==> config.mk <==
export PLATFORM = sky130hd
export DESIGN_NAME = axis_to_uart_tx
export DESIGN_NICKNAME = d
export VERILOG_FILES = /design/src/rtl/axis_to_uart_tx.sv
export SDC_FILE = /design/constraint.sdc
export NUM_CORES = 1
export LEC_CHECK = 0
export ABC_AREA = 1
export CAP_MARGIN = 0
export CORE_ASPECT_RATIO = 0.8
export CORE_UTILIZATION = 45
export DETAILED_ROUTE_END_ITERATION = 7
export HOLD_SLACK_MARGIN = 0.15
export MAX_ROUTING_LAYER = met4
export PLACE_DENSITY = 0.7
export SETUP_SLACK_MARGIN = 0.2
export SYNTH_ARGS = -nofsm -noshare
export SYNTH_HDL_FRONTEND = slang
export SYNTH_SLANG_ARGS = --single-unit
==> constraint.sdc <==
create_clock -name aclk -period 3.35 [get_ports aclk]
set_clock_uncertainty 0.15 [all_clocks]
set_input_delay 1.005 -clock aclk [delete_from_list [all_inputs] [get_ports aclk]]
set_output_delay 1.005 -clock aclk [all_outputs]
set_load 0.01 [all_outputs]
==> src/rtl/axis_to_uart_tx.sv <==
// AXI-Stream byte in, asynchronous serial frame out: start, 8 data bits LSB first,
// optional parity, 1 or 2 stop bits. TX and in_tready are registered.
module axis_to_uart_tx #(
  parameter int unsigned CLK_FREQ  = 100_000_000,
  parameter int unsigned BAUD_RATE = 115200,
  parameter int unsigned PARITY    = 0,
  parameter int unsigned STOP_BITS = 1
) (
  input  logic       aclk,
  input  logic       aresetn,
  input  logic [7:0] in_tdata,
  input  logic       in_tvalid,
  output logic       in_tready,
  output logic       TX
);

  localparam int unsigned BitCycles = CLK_FREQ / BAUD_RATE;
  localparam int unsigned TimerW    = $clog2(BitCycles);
  localparam logic [TimerW-1:0] TimerLast = TimerW'(BitCycles - 1);
  localparam logic [2:0] StopLast  = 3'(STOP_BITS - 1);
  localparam bit         HasParity = (PARITY != 0);
  localparam logic       OddParity = (PARITY == 1);

  typedef enum logic [2:0] {StIdle, StStart, StData, StParity, StStop} state_e;

  state_e            state_q, state_d;
  logic [TimerW-1:0] timer_q, timer_d;
  logic [2:0]        bit_idx_q, bit_idx_d;
  logic [7:0]        shift_q, shift_d;
  logic              parity_q, parity_d;
  logic              tx_q, tx_d;
  logic              ready_q, ready_d;
  logic              bit_done;

  assign bit_done  = (timer_q == TimerLast);
  assign in_tready = ready_q;
  assign TX        = tx_q;

  always_ff @(posedge aclk) begin
    if (!aresetn) begin
      state_q   <= StIdle;
      timer_q   <= '0;
      bit_idx_q <= '0;
      shift_q   <= '0;
      parity_q  <= 1'b0;
      tx_q      <= 1'b1;
      ready_q   <= 1'b0;
    end else begin
      state_q   <= state_d;
      timer_q   <= timer_d;
      bit_idx_q <= bit_idx_d;
      shift_q   <= shift_d;
      parity_q  <= parity_d;
      tx_q      <= tx_d;
      ready_q   <= ready_d;
    end
  end

  always_comb begin
    state_d   = state_q;
    timer_d   = timer_q;
    bit_idx_d = bit_idx_q;
    shift_d   = shift_q;
    parity_d  = parity_q;
    if (state_q != StIdle) begin
      timer_d = bit_done ? '0 : timer_q + 1'b1;
    end
    case (state_q)
      StIdle: begin
        timer_d   = '0;
        bit_idx_d = '0;
        // Byte and its parity are captured only on the handshake edge.
        if (in_tvalid && ready_q) begin
          shift_d  = in_tdata;
          parity_d = (^in_tdata) ^ OddParity;
          state_d  = StStart;
        end
      end
      StStart: begin
        if (bit_done) begin
          state_d = StData;
        end
      end
      StData: begin
        if (bit_done) begin
          shift_d = {1'b0, shift_q[7:1]};
          if (bit_idx_q == 3'd7) begin
            bit_idx_d = '0;
            state_d   = HasParity ? StParity : StStop;
          end else begin
            bit_idx_d = bit_idx_q + 3'd1;
          end
        end
      end
      StParity: begin
        if (bit_done) begin
          state_d = StStop;
        end
      end
      StStop: begin
        if (bit_done) begin
          if (bit_idx_q == StopLast) begin
            bit_idx_d = '0;
            state_d   = StIdle;
          end else begin
            bit_idx_d = bit_idx_q + 3'd1;
          end
        end
      end
      default: state_d = StIdle;
    endcase
  end

  // Outputs decode the next state so TX and in_tready change on the same edge as the state.
  always_comb begin
    tx_d    = 1'b1;
    ready_d = 1'b0;
    case (state_d)
      StIdle:   ready_d = 1'b1;
      StStart:  tx_d    = 1'b0;
      StData:   tx_d    = shift_d[0];
      StParity: tx_d    = parity_q;
      default:  tx_d    = 1'b1;
    endcase
  end

endmodule

Word-level counts from Yosys, hierarchy flattened
Index checks and enable logic that the tools add are counted.
{"block": "word_totals", "inputBits": 11, "wordCells": 54, "register_bits": 27, "output_inout_bits": 2}
{"block": "op_classes", "bitwise": 1, "n_mux": 19, "n_reduce_logical": 12, "n_addsub": 2, "n_eq_ne": 12}
{"cell": "3-bit 2-to-1 mux", "count": 11}
{"cell": "8-bit 2-to-1 mux", "count": 2}
{"cell": "8-bit one-hot mux with 2 select lines", "count": 1}
{"cell": "3-bit one-hot mux with 5 select lines", "count": 1}
{"cell": "3-bit by 2-bit equality test with 1-bit output (second input constant)", "count": 4}
{"cell": "10-bit by 1-bit adder with 10-bit output (second input constant)", "count": 1}
{"cell": "10-bit equality test (second input constant)", "count": 1}
{"cell": "10-bit 2-to-1 mux", "count": 1}
{"cell": "3-bit logical NOT", "count": 3}
{"cell": "3-bit one-hot mux with 3 select lines", "count": 1}
{"cell": "8-bit parity", "count": 1}
{"cell": "3-bit by 1-bit equality test with 1-bit output (second input constant)", "count": 2}
{"cell": "3-bit equality test (second input constant)", "count": 2}
{"cell": "2-bit inequality test (second input constant)", "count": 3}
{"cell": "3-bit AND reduction", "count": 2}
{"cell": "3-bit nonzero test", "count": 2}
{"cell": "3-bit by 1-bit adder with 3-bit output (second input constant)", "count": 1}
{"cell": "1-bit one-hot mux with 3 select lines", "count": 1}
{"cell": "2-bit AND reduction", "count": 1}
{"cell": "2-bit nonzero test", "count": 1}
{"cell": "2-bit OR reduction", "count": 1}
{"cell": "1-bit logical AND", "count": 1}
{"cell": "1-bit 2-to-1 mux", "count": 1}
{"cell": "1-bit NOT", "count": 1}

Longest topological paths before layout
{"block": "depth", "ltp_word": 6, "depth_mapped": 9, "mapped_depth_nobuf": 9}

Worst setup path before layout
OpenSTA, ideal clock, no wires.
{"block": "synth_timing", "path_type": "input -> register", "startpoint": "in in_tvalid", "endpoint": "reg tx_q, in the netlist TX", "required_ps": 3074, "path_buffers": 1, "setup_time_ps": 126, "t_arrival_ps": 1559, "stages": 6, "setup_slack_ps": 1515, "path_cell_list": "nand4_1 inv_2 buf_6 a21oi_2 nand3_1 nand4_1"}
{"block": "synth_between", "elab_chain_cells": 5, "elab_cells_between_ends": 9, "cone_classes": "3 x eq/ne; 5 x mux; 1 x reduce/logical"}
{"element": "start, declared", "line_no": "12", "text": "input logic in_tvalid,"}
{"element": "1-bit logical AND (*)", "line_no": "73", "text": "if (in_tvalid && ready_q) begin"}
{"element": "3-bit 2-to-1 mux", "line_no": "73"}
{"element": "3-bit one-hot mux with 5 select lines", "line_no": "68", "text": "case (state_q)"}
{"element": "3-bit by 2-bit equality test with 1-bit output or 3-bit by 1-bit equality test with 1-bit output (tied branches)", "line_no": "118", "text": "case (state_d)"}
{"element": "1-bit one-hot mux with 3 select lines (*)", "line_no": "118"}
{"element": "end signal, assigned", "line_no": "54", "text": "tx_q <= tx_d;"}
{"element": "end, declared", "line_no": "31", "text": "logic tx_q, tx_d;"}
Mark *: on every way between the ends. The rest lies on a longest branch, timed or not. The select of a mux whose other input is x is not followed.
A chain may end at the register's enable or synchronous reset.

Worst setup path in the final report
{"block": "layout_timing", "startpoint": "reg ready_q, in the netlist in_tready", "endpoint": "out in_tready"}
{"element": "start, declared", "line_no": "32", "text": "logic ready_q, ready_d;"}
{"element": "start signal, assigned", "line_no": "55", "text": "ready_q <= ready_d;"}
{"element": "end, declared", "line_no": "13", "text": "output logic in_tready,"}
No word-level cell between the ends.

==> implementation parameters <==
Parameter                              Value

Status
  Status    finished, final reports clean

Route
  Number of design-rule violations left by the first detailed-router iteration    75
  DRC viols    0
  WL final    3.000 mm
  Count of TritonRoute iterations in the first routing pass    4
  Overall via count from detail_route    1300
  Remaining antenna violation count    0
  Wire length per cell    11.63 um
  Via-to-Cell Ratio    5.039

Logic synthesis
  Main combinational cell family by area after synthesis    simple AND/OR/NAND/NOR gates
  Area fraction in compound gates after synthesis    0.1044
  Synthesized instance count    205
  Area share of the leading cell type in the synthesized netlist    0.3760
  Number of synthesized register bits    27
  Synth top area cells    sky130_fd_sc_hd__dfxtp_1, sky130_fd_sc_hd__nand2_1, sky130_fd_sc_hd__nor2_1, sky130_fd_sc_hd__nand3_1, sky130_fd_sc_hd__inv_1
  Post-synthesis adder-cell area fraction    0.03481
  Multiplexer area fraction after synthesis    0
  Area leader, netlist    sky130_fd_sc_hd__dfxtp_1
  Yosys cell types    25
  Sequential fraction of the synthesis area    0.3760
  XOR/XNOR share of the synthesized area    0.04874
  Yosys Warn Count    0
  Cell area after synthesis    1438 sq um
  Mean cell area of the mapped netlist    7.013 sq um
  Number of nets in the synthesized netlist    220
  Simple logic cell fraction of the synthesized area    0.3577

Layout
  Area Overhead vs Synth    14.53%
  Post-layout instance count excluding filler cells    258
  Area of the multi-input gates    784.5 sq um
  Most frequent standard cell in the layout excluding fill and tap cells    sky130_fd_sc_hd__nand2_1
  Highest-count cells in the layout ignoring fill and taps    sky130_fd_sc_hd__nand2_1, sky130_fd_sc_hd__dfxtp_1, sky130_fd_sc_hd__nor2_1
  Flip-flop and latch area    540.5 sq um
  Layout cell share with drive strength beyond 1    0.1136
  Final antenna diode count    0
  Fillers    274
  Layout Nets    236

Timing
  Slew Limit Fails    0
  Count of final setup violators    0
  Max Clock Freq    429.0 MHz
  Slew of the pin with the lowest slew margin    331.4 ps
  Minimum clock period    2331 ps
  Final Hold Vio Count    0
  Sum of negative setup slack    0 ps
  Headroom to the max-slew limit    0.7786
  Final hold slack    303.5 ps
  Share of the clock period used by the worst path    0.6958
  Least setup slack across all paths after layout    1019 ps
  RSZ-0062 raised after global routing    false

Global route
  Initial antenna violation count    0
  Aggregate global-route resource usage    0.2018
  Pin count of the biggest net entering global routing    17
  Total congestion overflow after global routing    0
  Via count of the first global-routing pass    1152
  Wire length of the first global-routing pass    5.050 mm

Clock tree
  Total number of H-tree levels    1
  Post_cts resized    0
  Reg clk slew, reported paths    100 ps
  Clock insertion delay at the later pin of the skew report    280 ps
  Number of sinks on the clock net    27
  Buffers inserted during post-CTS setup optimization    0
  Num CTS Buffers    3
  Clock tree buffer depth    2
  Hold bufs inserted after CTS    0
  TritonCTS clock tree    yes
  Clk Tree Root Cell    sky130_fd_sc_hd__clkbuf_8

Setup path
  CP max FO    2
  Data required time at the worst endpoint    2190 ps
  Critical-path top delay cell    sky130_fd_sc_hd__clkdlybuf4s50_1
  Startpoint type of the worst setup path    register
  Worst path cell trace    clkdlybuf4s50_1
  Highest cell delay on the worst timing path    540 ps
  Kind of cell adding the most delay to the critical path    buffers and inverters
  Type of destination of the critical path    primary output
  Arr. time, crit path    1180 ps
  Critical path type    register to primary output
  Number of buffers and inverters on the critical path    1

Power
  Peak ir drop on the vdd network    325.2 uV
  Static leakage power    0.6499 nW
  Power per standard cell area    367.1 nW/um^2

Die
  Vertical die dimension    52.56 um
  Width of the die    65.20 um
  I/O pin count    13
  Core area    2893 sq um
  Core Rows    17
  Initial Utilization    0.4970
  Die Area    3426 sq um

Min path
  Min-Delay Path Class    register to register

Place
  Placed wire-length estimate    2.276 mm
  Pre-CTS setup slack    862.3 ps
  RePlAce Congestion    0.8234
  Number of placed cells counting well taps    254
  PortBufs    12

Job
  Maximum Capacitance Violations    0
-- cell families (layout without fill, tap and decap cells) --
| kind of cell | count (synthesis) | count (layout) |
|---|---|---|
| buffers and inverters | 28 | 43 |
| AOI/OAI and AO/OA | 27 | 27 |
| adders and majority gates | 4 | 4 |
| DFF | 27 | 27 |
| and+or+nand+nor | 111 | 111 |
| xor gates and xnor gates | 8 | 8 |
-- synth_stat cells, drive strengths merged --
master   n
nand2   54
xnor2    5
dfxtp   27
nor2    30
clkbuf   1
ha       4
a31oi    7
o21ai    8
nand3   16
a21oi   11
inv     26
nor3     3
o21bai   1
nand4    7
xor2     3
buf      1
nor3b    1
-- sequential cells by signal, indices dropped and copies added, names as in the netlist --
| name | flops |
|---|---|
| timer_q | 10 |
| TX | 1 |
| bit_idx_q | 3 |
| in_tready | 1 |
| state_q | 3 |
| shift_q | 8 |
| parity_q | 1 |
-- area by class of cell --
class                   count  share of cell area
clock inverters             1            0.004559
inverters                  26             0.05927
repair buffers             13             0.07751
clock buffers               3             0.02508
flip-flops and latches     27              0.3283
multi-input cells         150              0.4764
well taps                  38             0.02888
-- per-layer routing --
| layer | wire (um) | up-vias | track usage |
|---|---|---|---|
| met3 | 129 | 2 | 0.05217 |
| li1 | - | 693 | - |
| met2 | 1266 | 25 | 0.3058 |
| met1 | 1591 | 580 | 0.2749 |
| met5 | 0 | - | - |
| met4 | 12 | 0 | 0.03261 |
-- final timing paths --
check | start | endpoint | slack (ps) | cells after the start
worst max-delay path | in_tready | in_tready | 1020 | 1
worst min-delay path | timer_q[0] | timer_q[0] | 300 | 1
worst max register to register | timer_q[0] | TX | 1570 | 8
worst min register to register | timer_q[0] | timer_q[0] | 300 | 1
-- metrics by stage --
stage	power, mW	utilization	instance area (sq um)
after detailed placement	0.4201	0.5523	1598
after CTS	0.6083	0.5692	1647
final	0.6045	0.5692	1647
after floorplan	0.3922	-	1438
after global placement	0.4184	0.5523	1598
after global routing	0.6339	0.5692	1647
-- report_power, final --
part / total [mW] / internal [mW] / switching, mW
logic: 0.0752 / 0.0350 / 0.0403
registers: 0.338 / 0.331 / 0.00626
clock network: 0.192 / 0.0846 / 0.107
total: 0.604 / 0.451 / 0.153
(Power assumes the default switching activity.)
